$ cat config.mk
export PLATFORM = sky130hd
export DESIGN_NAME = usb_init_seq
export DESIGN_NICKNAME = d
export VERILOG_FILES = /design/src/rtl/usb_init_seq.sv
export SDC_FILE = /design/constraint.sdc
export NUM_CORES = 1
export LEC_CHECK = 0
export ABC_CLOCK_PERIOD_IN_PS = 2600
export BUFFER_PORTS_ARGS = -buffer_cell sky130_fd_sc_hd__buf_2
export CAP_MARGIN = 20
export CORE_MARGIN = 4
export CORE_UTILIZATION = 62
export CTS_CLUSTER_SIZE = 12
export DETAILED_ROUTE_END_ITERATION = 6
export PLACE_DENSITY = 0.86
export SYNTH_ARGS = -nofsm -noshare
export SYNTH_HDL_FRONTEND = slang
export SYNTH_SLANG_ARGS = --single-unit
$ cat constraint.sdc
create_clock -name usb_clk -period 2.6 [get_ports usb_clk]
set_input_delay 0.26 -clock usb_clk [delete_from_list [all_inputs] [get_ports usb_clk]]
set_output_delay 0.26 -clock usb_clk [all_outputs]
set_load 0.05 [all_outputs]
$ cat src/rtl/usb_init_seq.sv
// USB controller power-up sequencer: holds the chip in reset, waits for it to settle, then waits for ready.
// Optional chip-ready timeout with chip-reset retries is enabled by defining USB_INIT_TIMEOUT_EN.
module usb_init_seq #(
   parameter int RST_CYCLES     = 1000,
   parameter int SETTLE_CYCLES  = 10000,
   parameter int TIMEOUT_CYCLES = 100000,
   parameter int MAX_RETRY      = 3
) (
   input  logic       usb_clk,
   input  logic       i_rst,
   input  logic       i_pll_locked,
   input  logic       i_reinit,
   input  logic       i_chip_ready,
   output logic       o_usb_rstn,
   output logic       o_init_done,
   output logic       o_init_fail,
   output logic [1:0] o_retry_cnt
);

   typedef enum logic [2:0] {
      IDLE     = 3'd0,
      CHIP_RST = 3'd1,
      SETTLE   = 3'd2,
      WAIT_RDY = 3'd3,
      DONE     = 3'd4,
      FAIL     = 3'd5
   } state_t;

   localparam int RS_MAX = (RST_CYCLES > SETTLE_CYCLES) ? RST_CYCLES : SETTLE_CYCLES;
`ifdef USB_INIT_TIMEOUT_EN
   localparam int CNT_MAX = (TIMEOUT_CYCLES > RS_MAX) ? TIMEOUT_CYCLES : RS_MAX;
`else
   localparam int CNT_MAX = RS_MAX;
`endif
   localparam int CW = $clog2(CNT_MAX + 1);

   localparam logic [CW-1:0] CNT_SAT     = CW'(CNT_MAX);
   localparam logic [CW-1:0] RST_LAST    = CW'(RST_CYCLES - 1);
   localparam logic [CW-1:0] SETTLE_LAST = CW'(SETTLE_CYCLES - 1);
`ifdef USB_INIT_TIMEOUT_EN
   localparam logic [CW-1:0] TO_LAST     = CW'(TIMEOUT_CYCLES - 1);
   localparam logic [1:0]    RETRY_LIM   = 2'(MAX_RETRY);
`endif

   state_t          state_q, state_d;
   logic [CW-1:0]   cnt_q, cnt_d;
   logic [1:0]      retry_q, retry_d;
   logic            rstn_q, rstn_d;
   logic            done_q, done_d;
   logic            fail_q, fail_d;
   logic            counting_s;

   // Next state and retry count; pll loss beats re-init, which beats the normal sequence.
   always_comb begin
      state_d = state_q;
      retry_d = retry_q;
      if ((state_q != IDLE) && !i_pll_locked) begin
         state_d = IDLE;
         retry_d = 2'd0;
      end else if (((state_q == DONE) || (state_q == FAIL)) && i_reinit) begin
         state_d = CHIP_RST;
         retry_d = 2'd0;
      end else begin
         case (state_q)
            IDLE: begin
               if (i_pll_locked) state_d = CHIP_RST;
               else              state_d = IDLE;
            end
            CHIP_RST: begin
               if (cnt_q == RST_LAST) state_d = SETTLE;
               else                   state_d = CHIP_RST;
            end
            SETTLE: begin
               if (cnt_q == SETTLE_LAST) state_d = WAIT_RDY;
               else                      state_d = SETTLE;
            end
            WAIT_RDY: begin
               if (i_chip_ready) begin
                  state_d = DONE;
`ifdef USB_INIT_TIMEOUT_EN
               end else if (cnt_q == TO_LAST) begin
                  if (retry_q < RETRY_LIM) begin
                     state_d = CHIP_RST;
                     retry_d = retry_q + 2'd1;
                  end else begin
                     state_d = FAIL;
                  end
`endif
               end else begin
                  state_d = WAIT_RDY;
               end
            end
            DONE:    state_d = DONE;
            FAIL:    state_d = FAIL;
            default: state_d = IDLE;
         endcase
      end
   end

   // Shared cycle counter: restarts on every state change and saturates instead of wrapping.
   always_comb begin
      counting_s = 1'b0;
      case (state_q)
         CHIP_RST: counting_s = 1'b1;
         SETTLE:   counting_s = 1'b1;
`ifdef USB_INIT_TIMEOUT_EN
         WAIT_RDY: counting_s = 1'b1;
`endif
         default:  counting_s = 1'b0;
      endcase
      if (state_d != state_q) begin
         cnt_d = {CW{1'b0}};
      end else if (counting_s && (cnt_q != CNT_SAT)) begin
         cnt_d = cnt_q + {{(CW-1){1'b0}}, 1'b1};
      end else begin
         cnt_d = cnt_q;
      end
   end

   // Output values decoded from the upcoming state so the registered outputs track the state.
   always_comb begin
      rstn_d = (state_d != IDLE) && (state_d != CHIP_RST);
      done_d = (state_d == DONE);
`ifdef USB_INIT_TIMEOUT_EN
      fail_d = (state_d == FAIL);
`else
      fail_d = 1'b0;
`endif
   end

   // State, counter and output registers.
   always_ff @(posedge usb_clk or posedge i_rst) begin
      if (i_rst) begin
         state_q <= IDLE;
         cnt_q   <= {CW{1'b0}};
         retry_q <= 2'd0;
         rstn_q  <= 1'b0;
         done_q  <= 1'b0;
         fail_q  <= 1'b0;
      end else begin
         state_q <= state_d;
         cnt_q   <= cnt_d;
         retry_q <= retry_d;
         rstn_q  <= rstn_d;
         done_q  <= done_d;
         fail_q  <= fail_d;
      end
   end

   assign o_usb_rstn  = rstn_q;
   assign o_init_done = done_q;
   assign o_init_fail = fail_q;
   assign o_retry_cnt = retry_q;

endmodule

==> impl_metrics.py, run 1 <==
metrics = {
    "global_routing": {
        "grt_pass1_vias": 829,
        "antenna_found_initial": 0,
        "grt_util_all_layers_pct": 19.46,
        "grt_max_degree": 20,
        "grt_pass1_wl_um": 3822,
        "grt-ovfl-total": 0,
    },
    "detailed_routing": {
        "vias": 875,
        "drt_wl_total_um": 2194,
        "viasPerCell": 5.719,
        "drc": 0,
        "drtIter0Drc": 27,
        "first_pass_iters": 4,
        "wl_per_cell_um": 14.34,
        "ant_nets": 0,
    },
    "pwr": {
        "power_mw": 0.6228,
        "swShare_pct": 31.38,
        "p_sw_mw": 0.1954,
        "power_density_nw_per_um2": 514.8,
        "p_comb_share_pct": 20.4,
        "seq_power_share_pct": 55.7,
        "power_leakage_nw": 0.5517,
        "intPower_mw": 0.4274,
        "ir_worst_vdd_mv": 0.3231,
        "clock_power_share_pct": 23.9,
    },
    "sta": {
        "finalCriticalPeriod_ns": 2.075,
        "finalCritPeriodShare_pct": 79.80,
        "rsz0062_at_grt": "false",
        "max_freq_mhz": 482.0,
        "finalSetupViolCount": 0,
        "fin_worst_skew_ns": 0.004253,
        "hold_violations": 0,
        "setup-tns-final_ns": 0,
        "final_max_slew_viol_count": 0,
        "max-slew-margin-rel_pct": 54.79,
        "holdWs_ns": 0.04003,
        "tightestPinTransition_ns": 0.6774,
    },
    "floorplan": {
        "design.die.area_um2": 2665,
        "initial_utilization_pct": 66.88,
        "die_w_um": 51.63,
        "rows": 15,
        "die_h_um": 51.63,
        "core-area_um2": 1764,
        "pin_count": 10,
    },
    "synthesis": {
        "ys.flop_type": "dfrtp_1",
        "yosysUniqueCellTypes": 36,
        "synth_seq_cells": 19,
        "synth-edff-count": 0,
        "postSynthAreaPerCell_um2": 9.515,
        "synth.largest_area_cell": "dfrtp_1",
        "synth_top_area_share_pct": 40.30,
        "ys_seq_area_share_pct": 40.30,
        "synth_area_um2": 1180,
        "synth_cells": 124,
        "synthTopCellsByArea": "dfrtp_1 40%, nor2_1 6.7%, xor2_1 5.2%",
        "async_flop_share_pct": 100.0,
        "synth_warnings": 0,
    },
    "setup_path": {
        "reg2reg_depth": 6,
        "crit_required_ns": 2.76,
        "cp.depth": 6,
        "slowest_delay_ns": 0.55,
        "cp.arrival_ns": 2.23,
        "worstSetupPathType": "reg2reg",
        "cpLargestDelayFamily": "simple AND/OR/NAND/NOR gates",
        "cp-end-kind": "flop",
        "slowest_stage": "o2111ai_2",
        "worstPathCellList": "ha_1 -> nor4b_2 -> and4b_1 -> nand2_1 -> o2111ai_2 -> nor2_1",
        "path_buf_inv": 0,
        "start_kind": "flop",
        "crit_fanout": 14,
    },
    "finish": {
        "final_nets": 136,
        "fin_util_pct": 68.58,
        "area_delta_synth_final_pct": 2.545,
        "n_antenna_cell": 0,
        "stdcell_count": 153,
        "drive_gt1_share_pct": 10.94,
    },
    "clock_network": {
        "cts_tree": "yes",
        "clock_latency_ns": 0.30,
        "cts_hold_buf": 0,
        "cts.sinks": 19,
        "root_buffer": "clkbuf_4",
        "ctsResizeCount": 0,
        "htree_levels": 1,
        "cts_buffers": 3,
        "clk_path_buf_depth": 2,
        "clkTransAtPathRegs_ns": 0.10,
        "cts_setup_buffers": 0,
    },
    "placed_design": {
        "place.port_buffers": 6,
        "hpwl_um": 1616,
        "dp.cells": 149,
        "gp_congestion": 0.9429,
    },
    "job": {
        "max_cap_violations": 0,
    },
    "run_status": {
        "status": "complete, no violations",
    },
    "hold_path": {
        "hold_path_class": "in2async",
    },
}
Yosys cell counts (2+ instances only):
library cell,instances
xor2_1,7
nand3_1,6
nor2_1,21
inv_1,4
nor3_1,2
nor2b_1,4
buf_4,5
buf_6,2
and3_1,6
and4_1,2
nor4_1,2
nand2_1,7
nand2b_1,4
nor3b_1,2
ha_1,2
xnor2_1,6
nand4_1,5
dfrtp_1,19
state kept, by name, indices dropped and copies added (netlist names):
register / flops
cnt_q: 14
state_q: 3
o_init_done: 1
o_usb_rstn: 1
power groups by stage:
stage / logic (mW) / clock network [mW] / registers (mW)
2_1_floorplan: 0.118 / 0 / 0.340
3_3_place_gp: 0.119 / 0 / 0.350
3_5_place_dp: 0.125 / 0 / 0.352
4_1_cts: 0.127 / 0.153 / 0.346
5_1_grt: 0.145 / 0.167 / 0.351
6_report: 0.127 / 0.149 / 0.347
area by class of cell:
type | instances | area (um^2)
well taps | 25 | 31.28
clock buffers | 4 | 26.28
fillers | 154 | 554.3
flip-flops and latches | 19 | 475.5
inverters | 4 | 15.01
multi-input cells | 95 | 631.9
repair buffers | 6 | 30.03
worst paths after layout:
path | from | to | slack, ns
worst max-delay path | cnt_q[1] | cnt_q[2] | 0.53
worst min-delay path | i_rst | state_q[2] | 0.04
worst max register to register | cnt_q[1] | cnt_q[2] | 0.53
worst min register to register | cnt_q[9] | cnt_q[9] | 0.57
max in group asynchronous | i_rst | cnt_q[2] | 2.13
min in group usb_clk | i_pll_locked | o_usb_rstn | 0.24
cell usage in the layout (no fill, tap or decap), types with 4 or more instances in the layout:
master,n
nand2_1,7
nand3_1,6
nor2_1,21
nand4_1,5
xnor2_1,6
dfrtp_1,19
xor2_1,7
and3_1,6
buf_2,6
nand2b_1,4
inv_1,4
nor2b_1,4
metrics by stage:
stage          setup WS, ns  cell area (um^2)
2_1_floorplan        0.9447              1187
3_3_place_gp         0.6777              1184
3_5_place_dp         0.5473              1184
4_1_cts              0.5116              1210
5_1_grt              0.3278              1210
6_report             0.5252              1210
metal layers:
| metal | track usage [%] | part of all wire, % |
|---|---|---|
| met5 | 0 | 0 |
| met2 | 30.30 | 48 |
| met4 | 7.860 | 1.7 |
| met1 | 26.82 | 46 |
| met3 | 3.438 | 4.1 |
cells by family (layout without fill, tap and decap cells):
family / count (synthesis) / after routing / synth area share, %
muxes: 1 / 1 / 0.8484
buffers and inverters: 12 / 14 / 6.786
and+or+nand+nor: 68 / 68 / 33.62
DFF: 19 / 19 / 40.30
AOI/OAI and AO/OA: 7 / 7 / 4.984
other: 1 / 3 / 0.3178
xor gates and xnor gates: 14 / 14 / 11.03
adders and majority gates: 2 / 2 / 2.121
No activity file was read; power rests on OpenSTA's default activity.
==> run 2, diff against run 1 <==
==> config.mk (replaced) <==
export PLATFORM = sky130hd
export DESIGN_NAME = usb_init_seq
export DESIGN_NICKNAME = d
export VERILOG_FILES = /design/src/rtl/usb_init_seq.sv
export SDC_FILE = /design/constraint.sdc
export NUM_CORES = 1
export LEC_CHECK = 0
export ABC_CLOCK_PERIOD_IN_PS = 1700
export BUFFER_PORTS_ARGS = -buffer_cell sky130_fd_sc_hd__buf_2
export CAP_MARGIN = 20
export CORE_MARGIN = 4
export CORE_UTILIZATION = 52
export CTS_CLUSTER_SIZE = 12
export DETAILED_ROUTE_END_ITERATION = 6
export PLACE_DENSITY = 0.78
export SYNTH_ARGS = -nofsm -noshare
export SYNTH_HDL_FRONTEND = slang
export SYNTH_SLANG_ARGS = --single-unit
==> constraint.sdc (replaced) <==
create_clock -name usb_clk -period 1.7 [get_ports usb_clk]
set_input_delay 0.17 -clock usb_clk [delete_from_list [all_inputs] [get_ports usb_clk]]
set_output_delay 0.17 -clock usb_clk [all_outputs]
set_load 0.05 [all_outputs]
==> run 2 against run 1 <==
The run now ends with setup timing left. Sequential share of layout area decreased by 5.4 points. Via count increased by 11%. Clock power increased by 54%. Largest power group unchanged.
==> impl_metrics.py, run 2 (same netlist as run 1, synthesis figures left out) <==
metrics = {
    "hold_path": {
        "holdPathEnd": "o_usb_rstn",
        "min-delay-start": "i_pll_locked",
        "hold_path_class": "in2reg",
        "min_delay_path_depth": 2,
    },
    "global_routing": {
        "grt_pass1_wl_um": 4271,
        "grt_pass1_vias": 969,
        "antenna_found_initial": 0,
        "grt-ovfl-total": 0,
        "grt_util_all_layers_pct": 16.98,
        "grt_max_degree": 20,
    },
    "sta": {
        "tightestPinTransition_ns": 0.7020,
        "max-slew-margin-rel_pct": 53.15,
        "finalCritPeriodShare_pct": 100.7,
        "final_max_slew_viol_count": 0,
        "hold_violations": 0,
        "worst_slack_ns": -0.01144,
        "rsz0062_at_grt": "true",
        "finalCriticalPeriod_ns": 1.711,
        "finalSetupViolCount": 2,
        "fin_worst_skew_ns": 0.003144,
        "holdWs_ns": 0.1310,
        "max_freq_mhz": 584.3,
    },
    "detailed_routing": {
        "wl_per_cell_um": 14.98,
        "met3_length_um": 129,
        "drc": 0,
        "top_layer": "met4",
        "met2WireLength_um": 1226,
        "met1_length_um": 1097,
        "drtIter0Drc": 61,
        "vias": 975,
        "viasPerCell": 5.735,
        "first_pass_iters": 4,
        "ant_nets": 0,
        "drt_wl_total_um": 2547,
    },
    "setup_path": {
        "reg2reg_depth": 8,
        "timing.rr.end": "cnt_q[1]",
        "cp.arrival_ns": 1.91,
        "worstPathCellList": "buf_4 -> inv_2 -> ha_1 -> nor4bb_2 -> nand4_1 -> nand2_2 -> mux2i_1 -> nor2_1",
        "cp-end-kind": "flop",
        "slowest_stage": "dfrtp_1",
        "r2r_start": "cnt_q[0]",
        "cpLargestDelayFamily": "simple AND/OR/NAND/NOR gates",
        "rrSetupSlack_ns": -0.01,
        "crit_required_ns": 1.90,
        "slowest_delay_ns": 0.40,
        "path_buf_inv": 2,
        "worstSetupPathType": "reg2reg",
        "crit_fanout": 4,
        "cp.depth": 8,
        "start_kind": "flop",
    },
    "floorplan": {
        "die_w_um": 55.64,
        "die_h_um": 55.64,
        "initial_utilization_pct": 57.22,
        "design.die.area_um2": 3095,
        "rows": 16,
        "pin_count": 10,
        "core-area_um2": 2062,
    },
    "job": {
        "max_cap_violations": 0,
    },
    "finish": {
        "final_nets": 151,
        "top_register": "cnt_q",
        "final_cell_mix": "18 x dfrtp_1, 17 x nor2_1, 12 x buf_4",
        "n_antenna_cell": 0,
        "area_delta_synth_final_pct": 19.19,
        "largest_reg_flops": 14,
        "reg_top3": "cnt_q: 14 flops, state_q: 3 flops",
        "fin_util_pct": 68.20,
        "drive_gt1_share_pct": 27.97,
        "stdcell_count": 170,
        "final_common_cell": "dfrtp_1",
    },
    "clock_network": {
        "cts_tree": "yes",
        "htree_levels": 1,
        "clk_path_buf_depth": 2,
        "cts.sinks": 19,
        "clkTransAtPathRegs_ns": 0.11,
        "clock_latency_ns": 0.30,
        "cts_buffers": 3,
        "root_buffer": "clkbuf_4",
    },
    "pwr": {
        "power_density_nw_per_um2": 763.5,
        "power_leakage_nw": 0.6320,
        "ir_worst_vdd_mv": 0.5276,
        "power_mw": 1.074,
    },
    "placed_design": {
        "gp_congestion": 0.7885,
        "place.port_buffers": 6,
        "hpwl_um": 1769,
        "dp.cells": 163,
    },
    "run_status": {
        "violations": "setup timing",
        "status": "finished with violations",
    },
}
## run 2: changes by cell type in the layout (fill, tap and decap cells not counted), sizes merged
cell | before | now
buf | 6 | 20
clkbuf | 4 | 3
clkinv | 0 | 1
dlygate4sd3 | 0 | 1
## run 2: worst max-delay path by stage
stage                        start       end  slack (ns)
after floorplan           cnt_q[1]  cnt_q[0]        0.04
after global placement    cnt_q[0]  cnt_q[1]        0.04
after detailed placement  cnt_q[0]  cnt_q[1]       -0.05
after CTS                 cnt_q[1]  cnt_q[1]        0.01
after global routing      cnt_q[0]  cnt_q[1]       -0.07
final                     cnt_q[0]  cnt_q[1]       -0.01
## run 2: what timing repair did
item | CTS | global route
hold buffers | 1 | 0
pin swaps | 3 | 9
gates resized for setup | 2 | 16
buffers inserted | 0 | 2
endpoints found under the hold margin | 19 | 0
gates cloned | 0 | 0
endpoints found under the setup margin | 2 | 16
## run 2: area by class of cell
cell class,count,area [um^2]
clock inverter,1,5.005
inverter,4,15.01
multi-input combinational,95,700.7
fill,147,655.6
sequential,19,476.7
tap,27,33.78
timing repair buffer,21,152.6
clock buffer,3,22.52
## run 2: power breakdown
| part | internal, mW | switching [mW] | total, mW | leakage [nW] |
|---|---|---|---|---|
| registers | 0.482 | 0.0351 | 0.517 | 0.260 |
| logic | 0.153 | 0.175 | 0.327 | 0.354 |
| clock network | 0.0878 | 0.141 | 0.229 | 0.0177 |
## run 2: per-stage QoR
step	setup WS, ns	instance area, um^2	TNS (ns)
4_1_cts	0.01056	1323	0
2_1_floorplan	0.04469	1187	0
5_1_grt	-0.07224	1406	-0.8005
3_3_place_gp	0.04291	1276	0
3_5_place_dp	-0.04737	1276	-0.04737
6_report	-0.01144	1406	-0.02156
## run 2: per-layer routing
layer  global-route usage, %  vias up
met2                   28.72       39
met1                   20.06      466
met5                       0        -
met3                   4.408        9
met4                   7.639        0
li1                        -      461
